## src/rtl/mips32i_decode_stage.sv

```systemverilog
// MIPS32 decode stage: field split, immediate extension, branch/jump targets.
// Two-entry skid buffer keeps in_ready a pure register output.
module mips32i_decode_stage #(
  parameter int PC_WIDTH      = 32,
  parameter int IMM_EXT_WIDTH = 32,
  parameter bit ZEXT_LOGICAL  = 1'b1
) (
  input  logic                     clk,
  input  logic                     rst_n,
  input  logic                     flush,
  input  logic                     in_valid,
  output logic                     in_ready,
  input  logic [31:0]              in_instruction,
  input  logic [PC_WIDTH-1:0]      in_pc,
  output logic                     out_valid,
  input  logic                     out_ready,
  output logic [5:0]               out_opcode,
  output logic [4:0]               out_rs,
  output logic [4:0]               out_rt,
  output logic [4:0]               out_rd,
  output logic [4:0]               out_shamt,
  output logic [5:0]               out_funct,
  output logic [IMM_EXT_WIDTH-1:0] out_imm_ext,
  output logic [PC_WIDTH-1:0]      out_br_target,
  output logic [PC_WIDTH-1:0]      out_j_target,
  output logic                     out_is_r,
  output logic                     out_is_i,
  output logic                     out_is_j,
  output logic [PC_WIDTH-1:0]      out_pc
);

  typedef struct packed {
    logic [5:0]               opcode;
    logic [4:0]               rs;
    logic [4:0]               rt;
    logic [4:0]               rd;
    logic [4:0]               shamt;
    logic [5:0]               funct;
    logic [IMM_EXT_WIDTH-1:0] imm_ext;
    logic [PC_WIDTH-1:0]      br_target;
    logic [PC_WIDTH-1:0]      j_target;
    logic                     is_r;
    logic                     is_i;
    logic                     is_j;
    logic [PC_WIDTH-1:0]      pc;
  } dec_t;

  dec_t                dec;
  dec_t                main_q;
  dec_t                skid_q;
  logic                main_v;
  logic                skid_v;
  logic [PC_WIDTH-1:0] pc4;
  logic [15:0]         imm16;
  logic                logical;

  always_comb begin
    dec     = '0;
    pc4     = in_pc + PC_WIDTH'(4);
    imm16   = in_instruction[15:0];
    dec.opcode = in_instruction[31:26];
    dec.rs     = in_instruction[25:21];
    dec.rt     = in_instruction[20:16];
    dec.rd     = in_instruction[15:11];
    dec.shamt  = in_instruction[10:6];
    dec.funct  = in_instruction[5:0];
    dec.pc     = in_pc;
    logical = ZEXT_LOGICAL &&
              (dec.opcode inside {6'h0c, 6'h0d, 6'h0e});
    dec.imm_ext = logical ? IMM_EXT_WIDTH'(imm16)
                          : IMM_EXT_WIDTH'($signed(imm16));
    dec.br_target = pc4 + PC_WIDTH'($signed({imm16, 2'b00}));
    dec.j_target = pc4;
    dec.j_target[27:0] = {in_instruction[25:0], 2'b00};
    unique case (1'b1)
      (dec.opcode == 6'h00): dec.is_r = 1'b1;
      (dec.opcode == 6'h02),
      (dec.opcode == 6'h03): dec.is_j = 1'b1;
      default:               dec.is_i = 1'b1;
    endcase
  end

  // Skid only fills while main is stalled; in_ready is simply !skid_v.
  always_ff @(posedge clk or negedge rst_n) begin
    if (!rst_n) begin
      main_v <= 1'b0;
      skid_v <= 1'b0;
      main_q <= '0;
      skid_q <= '0;
    end else if (flush) begin
      main_v <= 1'b0;
      skid_v <= 1'b0;
    end else if (!main_v || out_ready) begin
      if (skid_v) begin
        main_q <= skid_q;
        main_v <= 1'b1;
        skid_v <= 1'b0;
      end else if (in_valid) begin
        main_q <= dec;
        main_v <= 1'b1;
      end else begin
        main_v <= 1'b0;
      end
    end else if (in_valid && !skid_v) begin
      skid_q <= dec;
      skid_v <= 1'b1;
    end
  end

  assign in_ready      = !skid_v;
  assign out_valid     = main_v;
  assign out_opcode    = main_q.opcode;
  assign out_rs        = main_q.rs;
  assign out_rt        = main_q.rt;
  assign out_rd        = main_q.rd;
  assign out_shamt     = main_q.shamt;
  assign out_funct     = main_q.funct;
  assign out_imm_ext   = main_q.imm_ext;
  assign out_br_target = main_q.br_target;
  assign out_j_target  = main_q.j_target;
  assign out_is_r      = main_q.is_r;
  assign out_is_i      = main_q.is_i;
  assign out_is_j      = main_q.is_j;
  assign out_pc        = main_q.pc;

endmodule
```

## config.mk

```make
export PLATFORM = sky130hd
export DESIGN_NAME = mips32i_decode_stage
export DESIGN_NICKNAME = d
export VERILOG_FILES = /design/src/rtl/mips32i_decode_stage.sv
export SDC_FILE = /design/constraint.sdc
export NUM_CORES = 1
export LEC_CHECK = 0
export BUFFER_PORTS_ARGS = -buffer_cell sky130_fd_sc_hd__clkbuf_2
export CORE_MARGIN = 2
export CORE_UTILIZATION = 40
export CTS_BUF_LIST = sky130_fd_sc_hd__clkbuf_8 sky130_fd_sc_hd__clkbuf_16
export DETAILED_ROUTE_END_ITERATION = 16
export PLACE_DENSITY = 0.76
export RECOVER_POWER = 25
export SLEW_MARGIN = 20
export SYNTH_ARGS = -nofsm -noshare
export SYNTH_HDL_FRONTEND = slang
export SYNTH_SLANG_ARGS = --single-unit
export TNS_END_PERCENT = 5
```

## constraint.sdc

```tcl
create_clock -name clk -period 1.8 [get_ports clk]
set_input_delay 0.36 -clock clk [delete_from_list [all_inputs] [get_ports clk]]
set_output_delay 0.36 -clock clk [all_outputs]
set_load 0.01 [all_outputs]
```

; Word level (Yosys, flattened, before mapping)
; Index checks and enable logic that the tools add are counted.
[classes]
n_addsub = 2
bitwise = 2
reduce_logical = 13
n_eq_ne = 5
n_mux = 13
[ops]
columns = op, count
row1 = $mux 163, 2
row2 = $add 32x3->32 const B, 1
row3 = $add 32x32->32, 1
row4 = $mux 32, 1
row5 = $eq 6x4->1 const B, 3
row6 = $eq 6x2->1 const B, 2
row7 = $mux 1, 10
row8 = $logic_not 6->1, 1
row9 = $reduce_and 3->1, 2
row10 = $reduce_bool 3->1, 2
row11 = $reduce_bool 2->1, 2
row12 = $reduce_or 3->1, 1
row13 = $logic_not 1->1, 2
row14 = $not 1->1, 2
row15 = $reduce_or 2->1, 1
row16 = $logic_and 1x1->1, 1
row17 = $logic_or 1x1->1, 1
[word_totals]
inputBits = 69
reg_bits = 326
output_inout_bits = 165

; Depth between registers and ports, before layout
; Gate-level depths: netlist of the first run.
[depth]
ltp_word = 5
depth_mapped = 16
mapped_depth_nobuf = 16

; Worst setup path after synthesis of the first run
; OpenSTA, ideal clock, no wires.
[synth_timing]
path_type = in2reg
start = input port in_pc[2]
end = register skid_q[97] (netlist name)
required_time_ns = 1.675
setup_time_ns = 0.125
t_arrival_ns = 3.075
setup_slack_ns = -1.400
cell_stages = 15
cell_sequence = ha_1 nand3_1 nor3_1 nand4_1 xnor2_1 ha_1 clkbuf_1 nand2_1 nor2_1 a221oi_1 o21ai_4 o32ai_4 o21ai_2 xor2_1 mux2_2
[synth_between]
elab_chain_cells = 2
[synth_rtl]
columns = item, line_no
row1 = start: declaration, 14  ; input logic [PC_WIDTH-1:0] in_pc,
row2 = $add 32x3->32, 59  ; pc4 = in_pc + PC_WIDTH'(4);
row3 = $add 32x32->32, 72  ; dec.br_target = pc4 + PC_WIDTH'($signed({imm16, 2'b00}));
row4 = end signal: assignment, 89  ; skid_q <= '0;
row5 = end signal: assignment, 105  ; skid_q <= dec;
row6 = end: declaration, 50  ; dec_t skid_q;
; No other way between the ends.
; A chain may end at the register's enable or synchronous reset.

; Worst setup path in the final report of the first run
[layout_timing]
start = input port in_pc[4]
end = register skid_q[97] (netlist name)
; Same word-level chain as after synthesis.

==> load_flow_metrics.sql, run 1 <==
INSERT INTO impl_metrics (metric_group, metric, value, unit) VALUES
('setup_path', 'path_cells', 'clkbuf_2 > nand4_1 > buf_6 > nor3_2 > buf_4 > nand3_1 > xnor2_2 > ha_4 > buf_4 > nand2_1 > o21ai_1 > a221oi_2 > o21ai_4 > o32ai_4 > o21ai_2 > xor2_1 > mux2_4', ''),
('setup_path', 'worstPathBufferInverterCount', '4', ''),
('finish', 'areaGrowthSynthToFinish', '34.0', '%'),
('clocking', 'numCtsBuffers', '23', ''),
('floorplanning', 'num_io_pins', '234', ''),
('pwr', 'power_density', '1030', 'nW/µm²'),
('run_status', 'violations_in_the_final_reports', 'setup timing', ''),
('placement', 'globalplace.congestion', '0.923', ''),
('setup_path', 'critical_path.reg2reg.startpoint', 'skid_v', ''),
('clocking', 'clkSlewWorstSetupHoldPaths', '0.06', 'ns'),
('yosys', 'avgSynthCellArea', '10.3', 'µm²'),
('setup_path', 'critical_path_data_required_time', '2.20', 'ns'),
('yosys', 'synth.cell_area', '11100', 'µm²'),
('sta', 'worst_rel_slew_slack', '38.9', '%'),
('yosys', 'netlist_top_cells_area', 'sky130_fd_sc_hd__dfrtp_1 47%, sky130_fd_sc_hd__mux2_2 8.2%, sky130_fd_sc_hd__mux2i_1 6.9%, sky130_fd_sc_hd__nand2_1 5.3%, sky130_fd_sc_hd__o21ai_0 5.1%', ''),
('placement', 'detailed_place_hpwl', '21900', 'µm'),
('sta', 'hold_viol', '0', ''),
('global_routing', 'number_of_antenna_violations_at_the_first_check_in_global_routing', '0', ''),
('floorplanning', 'horizontal_die_dimension', '170', 'µm'),
('hold_path', 'min-delay-path-class', 'in -> reg', ''),
('detailed_routing', 'drc_errors_left', '0', ''),
('sta', 'maxClockFrequency', '344', 'MHz'),
('placement', 'dpl-instance-area', '13500', 'µm²'),
('setup_path', 'worst-path-max-fanout', '3', ''),
('clocking', 'max-clock-path-buffers', '3', ''),
('pwr', 'cellLeakagePower', '7.14', 'nW'),
('yosys', 'synth.yosys.seq_area_share', '46.6', '%'),
('sta', 'worstMarginPinSlew', '0.917', 'ns'),
('floorplanning', 'total_number_of_placement_rows', '60', ''),
('detailed_routing', 'wl_per_cell', '17.7', 'µm'),
('detailed_routing', 'dr_total_vias', '9218', ''),
('clocking', 'worstSkewPairLatency', '0.52', 'ns'),
('global_routing', 'grt_overflow', '0', ''),
('floorplanning', 'core_area', '27000', 'µm²'),
('setup_path', 'r2r.worst_path.cells', '5', ''),
('yosys', 'library_cell_with_the_largest_summed_area_after_synthesis', 'sky130_fd_sc_hd__dfrtp_1', ''),
('finish', 'post-route-cell-area', '14800', 'µm²'),
('detailed_routing', 'drt_iter0_drc', '560', ''),
('global_routing', 'grtUsageTotal', '21.2', '%'),
('sta', 'finalWorstPathRequiredPeriod', '2.91', 'ns'),
('global_routing', 'number_of_global_route_vias_before_repair', '9076', ''),
('finish', 'layout.nets', '1501', ''),
('floorplanning', 'die-height', '170', 'µm'),
('yosys', 'synth.yosys.warnings', '0', ''),
('yosys', 'number_of_enable_flip_flop_cells_after_synthesis', '0', ''),
('setup_path', 'worstReg2RegEnd', 'out_pc[15]', ''),
('setup_path', 'startpoint', 'in_pc[4]', ''),
('clocking', 'h_tree_levels', '1', ''),
('detailed_routing', 'detailedRoute.firstPassIterationCount', '5', ''),
('sta', 'finalWorstSetupSlack', '-1.11', 'ns'),
('yosys', 'postSynth.asyncResetShare', '100', '%'),
('yosys', 'ys_ff_latch', '206', ''),
('sta', 'finalMaxSlewViolations', '0', ''),
('placement', 'port_buffers', '231', ''),
('sta', 'setup_repair_after_global_routing_missed_its_margin', 'yes', ''),
('finish', 'fill_cell_total_of_the_finished_layout', '2289', ''),
('setup_path', 'worstPathArrival', '3.31', 'ns'),
('setup_path', 'timing.critical_path.from_type', 'input pin', ''),
('setup_path', 'crit_type', 'in -> reg', ''),
('detailed_routing', 'wl', '31000', 'µm'),
('sta', 'timing.final.setup_violations', '58', ''),
('sta', 'fin_crit_sh', '161', '%'),
('clocking', 'tritoncts_num_sinks', '206', ''),
('finish', 'layout-drive-gt1-share', '43.2', '%'),
('run_status', 'outcome', 'finished with violations', ''),
('setup_path', 'end_kind', 'flop', ''),
('setup_path', 'regToRegSetupSlack', '-0.03', 'ns'),
('yosys', 'synth_cell_type_count', '58', ''),
('pwr', 'vdd_ir_drop_max', '0.669', 'mV'),
('floorplanning', 'start_util', '40.9', '%'),
('floorplanning', 'floorplan.die_area', '29000', 'µm²');
==> through the flow <==
stage / power [mW] / setup WS, ns / util [%] / TNS, ns / cells
6_report: 15.3 / -1.11 / 54.8 / -39.65 / 1750
5_1_grt: 16.1 / -1.33 / 54.8 / -52.28 / 1750
4_1_cts: 15.3 / -1.09 / 54.1 / -38.17 / 1747
3_5_place_dp: 10.2 / -1.75 / 49.9 / -72.66 / 1694
3_3_place_gp: 9.99 / -1.64 / 49.9 / -68.85 / 1694
2_1_floorplan: 8.58 / -1.23 / - / -44.16 / 1079
==> power breakdown <==
part           switching (mW)  internal, mW
Clock                    1.94          3.03
Sequential              0.610          5.69
Combinational            2.11          1.94
Total                    4.66          10.7
==> placed cells by master, fill, tap and decap left out, types with 19 or more instances in the layout <==
cell type	Yosys	routed
sky130_fd_sc_hd__clkbuf_2	0	229
sky130_fd_sc_hd__dfrtp_1	206	206
sky130_fd_sc_hd__buf_4	61	155
sky130_fd_sc_hd__nand2_1	155	149
sky130_fd_sc_hd__o21ai_0	113	97
sky130_fd_sc_hd__mux2_2	81	80
sky130_fd_sc_hd__mux2i_1	76	76
sky130_fd_sc_hd__a21oi_1	42	31
sky130_fd_sc_hd__ha_1	36	30
sky130_fd_sc_hd__nor2_1	38	29
sky130_fd_sc_hd__clkbuf_16	0	23
sky130_fd_sc_hd__xnor2_1	35	20
sky130_fd_sc_hd__o21ai_1	6	19
sky130_fd_sc_hd__xor2_1	21	19
==> sequential cells by signal, summed over array words and instances (netlist names), 4 cells and up <==
signal and flops:
out_br_target 32, out_funct 5, out_imm_ext 4, out_j_target 6, out_opcode 6, out_pc 30
out_rd 4, out_rs 4, out_rt 4, out_shamt 4, skid_q 102
==> final cells by class <==
class / count / area [µm²] / area share [%]
Clock inverter: 9 / 121 / 0.819
Clock buffer: 30 / 672 / 4.54
Sequential cell: 206 / 5150 / 34.8
Tap cell: 341 / 427 / 2.88
Inverter: 11 / 41.3 / 0.279
Timing Repair Buffer: 406 / 2650 / 17.9
Multi-Input combinational cell: 747 / 5750 / 38.8
==> kinds of logic after synthesis <==
kind of cell / count (synthesis) / synth area share, %
buf+inv: 126 / 6.44
flops: 206 / 46.6
compound gates: 228 / 12.5
fa+ha+maj: 37 / 4.25
other cells: 1 / 0.0339
simple gates: 267 / 10.6
xor+xnor: 56 / 4.43
mux: 157 / 15.1
==> how the worst min path moves through the flow <==
stage	from	cells after the start	end
4_1_cts	in_instruction[25]	2	skid_q[62]
2_1_floorplan	rst_n	0	out_br_target[0]
5_1_grt	in_instruction[25]	2	skid_q[62]
3_3_place_gp	rst_n	1	out_rt[1]
6_report	flush	2	out_valid
3_5_place_dp	rst_n	1	out_rt[1]
==> cells in the mapped netlist, types with 2 or more instances <==
cell type	number
sky130_fd_sc_hd__a211o_1	2
sky130_fd_sc_hd__a21o_1	11
sky130_fd_sc_hd__a21oi_1	42
sky130_fd_sc_hd__a31o_2	3
sky130_fd_sc_hd__a31oi_1	12
sky130_fd_sc_hd__and2_1	2
sky130_fd_sc_hd__and3_1	12
sky130_fd_sc_hd__and4_1	7
sky130_fd_sc_hd__buf_1	13
sky130_fd_sc_hd__buf_2	2
sky130_fd_sc_hd__buf_4	61
sky130_fd_sc_hd__clkbuf_1	38
sky130_fd_sc_hd__dfrtp_1	206
sky130_fd_sc_hd__ha_1	36
sky130_fd_sc_hd__inv_1	11
sky130_fd_sc_hd__mux2_2	81
sky130_fd_sc_hd__mux2i_1	76
sky130_fd_sc_hd__nand2_1	155
sky130_fd_sc_hd__nand2b_1	2
sky130_fd_sc_hd__nand3_1	22
sky130_fd_sc_hd__nand4_1	10
sky130_fd_sc_hd__nor2_1	38
sky130_fd_sc_hd__nor2b_1	3
sky130_fd_sc_hd__nor3_1	8
sky130_fd_sc_hd__nor4_1	2
sky130_fd_sc_hd__o211ai_1	5
sky130_fd_sc_hd__o21a_1	7
sky130_fd_sc_hd__o21ai_0	113
sky130_fd_sc_hd__o21ai_1	6
sky130_fd_sc_hd__o21bai_1	6
sky130_fd_sc_hd__o31ai_1	4
sky130_fd_sc_hd__or3_1	2
sky130_fd_sc_hd__xnor2_1	35
sky130_fd_sc_hd__xor2_1	21
==> layer usage <==
layer | vias up | global-route usage [%] | share of wire, %
li1 | 4350 | - | -
met4 | 0 | 5.57 | 2.8
met5 | - | 0 | 0
met2 | 284 | 37.1 | 49
met3 | 59 | 3.95 | 5.7
met1 | 4525 | 26.9 | 43
==> timing repair <==
item                       4_1_cts  5_1_grt
hold buffers                     1        0
setup endpoints to repair       53      121
pin swaps                       44       31
hold endpoints to repair        29        0
buffers inserted                13        3
gates resized for setup         54       42
Note: power is estimated with default switching activity, not from simulation.
==> inputs of run 2 (changes only) <==
Settings changed: SETUP_SLACK_MARGIN set to 0.3.
==> run 2 against run 1 <==
Net effect:
- the run still ends with setup timing left
- critical path depth grew 4
- sequential power barely moved
- setup slack worse by 0.0095 ns
- first-iteration DRC count down 11%
- critical path type unchanged
- critical endpoint is now out_br_target[29]
- largest cell class unchanged
==> load_flow_metrics.sql, run 2 (synthesis gave the netlist of run 1 again) <==
INSERT INTO impl_metrics (metric_group, metric, value, unit) VALUES
('run', 'maxCapViolCount', '0', ''),
('setup_path', 'critical_path.reg2reg.startpoint', 'skid_v', ''),
('sta', 'timing.final.setup_violations', '55', ''),
('placement', 'detailed_place_hpwl', '21600', 'µm'),
('sta', 'hold_viol', '0', ''),
('clocking', 'tritoncts_num_sinks', '206', ''),
('finish', 'areaGrowthSynthToFinish', '38.9', '%'),
('pwr', 'cellLeakagePower', '7.35', 'nW'),
('sta', 'maxClockFrequency', '343', 'MHz'),
('finish', 'layout-drive-gt1-share', '46.8', '%'),
('global_routing', 'grt_overflow', '0', ''),
('sta', 'finalWorstPathRequiredPeriod', '2.92', 'ns'),
('detailed_routing', 'detail_route.vias_per_cell', '5.15', ''),
('detailed_routing', 'dr_total_vias', '9109', ''),
('floorplanning', 'die-height', '170', 'µm'),
('setup_path', 'critical_path_data_required_time', '2.18', 'ns'),
('finish', 'fill_cell_total_of_the_finished_layout', '2195', ''),
('global_routing', 'grt_max_degree', '61', ''),
('sta', 'fin_crit_sh', '162', '%'),
('clocking', 'clkSlewWorstSetupHoldPaths', '0.06', 'ns'),
('detailed_routing', 'detailedRoute.firstPassIterationCount', '5', ''),
('global_routing', 'number_of_antenna_violations_at_the_first_check_in_global_routing', '0', ''),
('detailed_routing', 'wl_per_cell', '17.3', 'µm'),
('finish', 'diodes', '0', ''),
('pwr', 'vdd_ir_drop_max', '0.645', 'mV'),
('placement', 'globalplace.congestion', '0.922', ''),
('global_routing', 'number_of_global_route_vias_before_repair', '8937', ''),
('setup_path', 'critPathSlowestCell', 'sky130_fd_sc_hd__ha_1', ''),
('hold_path', 'min-delay-path-class', 'in -> reg', ''),
('setup_path', 'end_kind', 'flop', ''),
('finish', 'mostFrequentLayoutCells', '208 x sky130_fd_sc_hd__clkbuf_2, 204 x sky130_fd_sc_hd__dfrtp_1, 158 x sky130_fd_sc_hd__buf_4', ''),
('setup_path', 'worstPathArrival', '3.30', 'ns'),
('pwr', 'power.net_switching', '4.76', 'mW'),
('pwr', 'power_density', '999', 'nW/µm²'),
('detailed_routing', 'drt.antenna.violating_nets', '0', ''),
('finish', 'largest_register_ffs', '102', ''),
('clocking', 'tritoncts', 'yes', ''),
('pwr', 'p_sw_share', '31.0', '%'),
('sta', 'worstMarginPinSlew', '1.34', 'ns'),
('setup_path', 'regToRegSetupSlack', '0.09', 'ns'),
('placement', 'port_buffers', '231', ''),
('detailed_routing', 'drc_errors_left', '0', ''),
('sta', 'finalClockSkew', '0.0164', 'ns'),
('setup_path', 'worst-path-max-fanout', '4', ''),
('sta', 'hold-worst-slack', '0.0735', 'ns'),
('placement', 'pre_cts_slack', '-1.72', 'ns'),
('sta', 'setup_repair_after_global_routing_missed_its_margin', 'yes', ''),
('global_routing', 'grt_first_pass_wirelength', '46800', 'µm'),
('finish', 'layout.nets', '1517', ''),
('clocking', 'cts_root_buf', 'sky130_fd_sc_hd__clkbuf_16', ''),
('floorplanning', 'horizontal_die_dimension', '170', 'µm'),
('clocking', 'h_tree_levels', '1', ''),
('sta', 'finalMaxSlewViolations', '0', ''),
('detailed_routing', 'wl', '30500', 'µm'),
('sta', 'finalWorstSetupSlack', '-1.12', 'ns'),
('pwr', 'p_int', '10.6', 'mW'),
('setup_path', 'critical_path.endpoint', 'out_br_target[29]', ''),
('finish', 'regMostFlops', 'skid_q', ''),
('floorplanning', 'core_area', '27000', 'µm²'),
('setup_path', 'path_cells', 'buf_8 > buf_6 > ha_4 > nand3_4 > nor3_4 > nand2b_1 > inv_2 > buf_6 > buf_4 > buf_4 > buf_4 > buf_6 > nand2_4 > xnor2_2 > ha_1 > a21o_1 > a21oi_2 > o21bai_2 > a31oi_4 > mux2i_1 > nand3_1', ''),
('floorplanning', 'total_number_of_placement_rows', '60', ''),
('run_status', 'violations_in_the_final_reports', 'setup timing', ''),
('setup_path', 'max_stage_delay', '0.32', 'ns'),
('setup_path', 'crit_type', 'in -> reg', ''),
('setup_path', 'worstReg2RegEnd', 'out_funct[1]', ''),
('run_status', 'outcome', 'finished with violations', ''),
('floorplanning', 'num_io_pins', '234', ''),
('sta', 'worst_rel_slew_slack', '10.6', '%'),
('pwr', 'power.combinational.fraction', '27.8', '%'),
('floorplanning', 'floorplan.die_area', '29000', 'µm²'),
('global_routing', 'grtUsageTotal', '20.1', '%'),
('setup_path', 'startpoint', 'in_pc[2]', ''),
('hold_path', 'holdPathStages', '2', ''),
('clocking', 'numCtsBuffers', '24', ''),
('detailed_routing', 'drt_iter0_drc', '499', ''),
('clocking', 'worstSkewPairLatency', '0.53', 'ns'),
('setup_path', 'r2r.worst_path.cells', '5', ''),
('floorplanning', 'start_util', '40.9', '%'),
('pwr', 'clock_power_share', '31.0', '%'),
('finish', 'most_common_library_cell_in_the_layout_ignoring_fill_and_taps', 'sky130_fd_sc_hd__clkbuf_2', ''),
('pwr', 'portion_of_total_power_attributed_to_sequential_cells', '41.2', '%'),
('setup_path', 'timing.critical_path.from_type', 'input pin', ''),
('clocking', 'max-clock-path-buffers', '3', '');
## run 2: cell types whose count changed in the layout (fill, tap and decap cells not counted), moves of 4 or more
| cell | delta |
|---|---|
| sky130_fd_sc_hd__clkbuf_2 | -21 |
| sky130_fd_sc_hd__xor2_1 | -11 |
| sky130_fd_sc_hd__nor2_4 | +5 |
| sky130_fd_sc_hd__xor2_2 | +10 |
| sky130_fd_sc_hd__a21oi_1 | -5 |
| sky130_fd_sc_hd__buf_6 | +24 |
| sky130_fd_sc_hd__o21ai_0 | -5 |
| sky130_fd_sc_hd__nor2_2 | -4 |
| sky130_fd_sc_hd__buf_2 | +4 |
| sky130_fd_sc_hd__a21oi_2 | +5 |
## run 2: what timing repair did
item / CTS / global route
pin swaps: 47 / 71
resized for setup: 85 / 122
gates cloned: 0 / 0
endpoints found under the hold margin: 47 / 0
setup endpoints to repair: 217 / 218
buffers inserted: 18 / 12
hold buffers: 1 / 0
## run 2: worst min path at each step
stage / end / slack, ns / start
global placement: skid_q[34] / 0.32 / rst_n
CTS: out_valid / 0.06 / flush
finish: out_valid / 0.07 / flush
floorplan: out_br_target[0] / 0.06 / rst_n
detailed placement: skid_q[34] / 0.32 / rst_n
global route: out_valid / 0.06 / flush
## run 2: layer usage
layer / wire length [µm] / global-route usage [%] / vias to the layer above
li1: - / - / 4380
met4: 804 / 5.09 / 0
met1: 13300 / 26.4 / 4419
met2: 14800 / 34.2 / 257
met5: 0 / 0 / -
met3: 1670 / 3.88 / 53
## run 2: stage by stage
stage	instance area [µm²]	power (mW)	utilization [%]	std cells	setup TNS [ns]
floorplan	11200	8.59	-	1079	-44.26
global placement	13500	9.99	49.9	1695	-68.60
detailed placement	13500	10.2	49.9	1695	-72.24
CTS	14800	15.1	54.6	1757	-34.86
global route	15400	16.2	56.8	1769	-48.66
finish	15400	15.3	56.8	1769	-39.43
## run 2: worst max-delay path, delay by kind of cell
family                     cells  cell delay, ns
muxes                          1            0.24
and+or+nand+nor                5            0.73
AOI/OAI and AO/OA              4            0.64
adders and majority gates      2            0.46
xor gates and xnor gates       1            0.14
buffers and inverters          8            0.73
## run 2: cell type report
cell class	instances	area [µm²]	share of cell area (%)
tap	341	427	2.78
clock inverter	14	118	0.766
inverter	11	43.8	0.285
timing repair buffer	421	2950	19.2
multi-input combinational	747	5990	39.0
clock buffer	29	669	4.36
sequential	206	5160	33.6
## run 2: power by group through the flow
| stage | clock network, mW | logic (mW) | registers [mW] |
|---|---|---|---|
| 6_report | 4.76 | 4.27 | 6.32 |
| 3_3_place_gp | 0 | 3.70 | 6.30 |
| 4_1_cts | 4.85 | 3.98 | 6.29 |
| 3_5_place_dp | 0 | 3.80 | 6.37 |
| 2_1_floorplan | 0 | 2.15 | 6.44 |
| 5_1_grt | 5.05 | 4.65 | 6.45 |
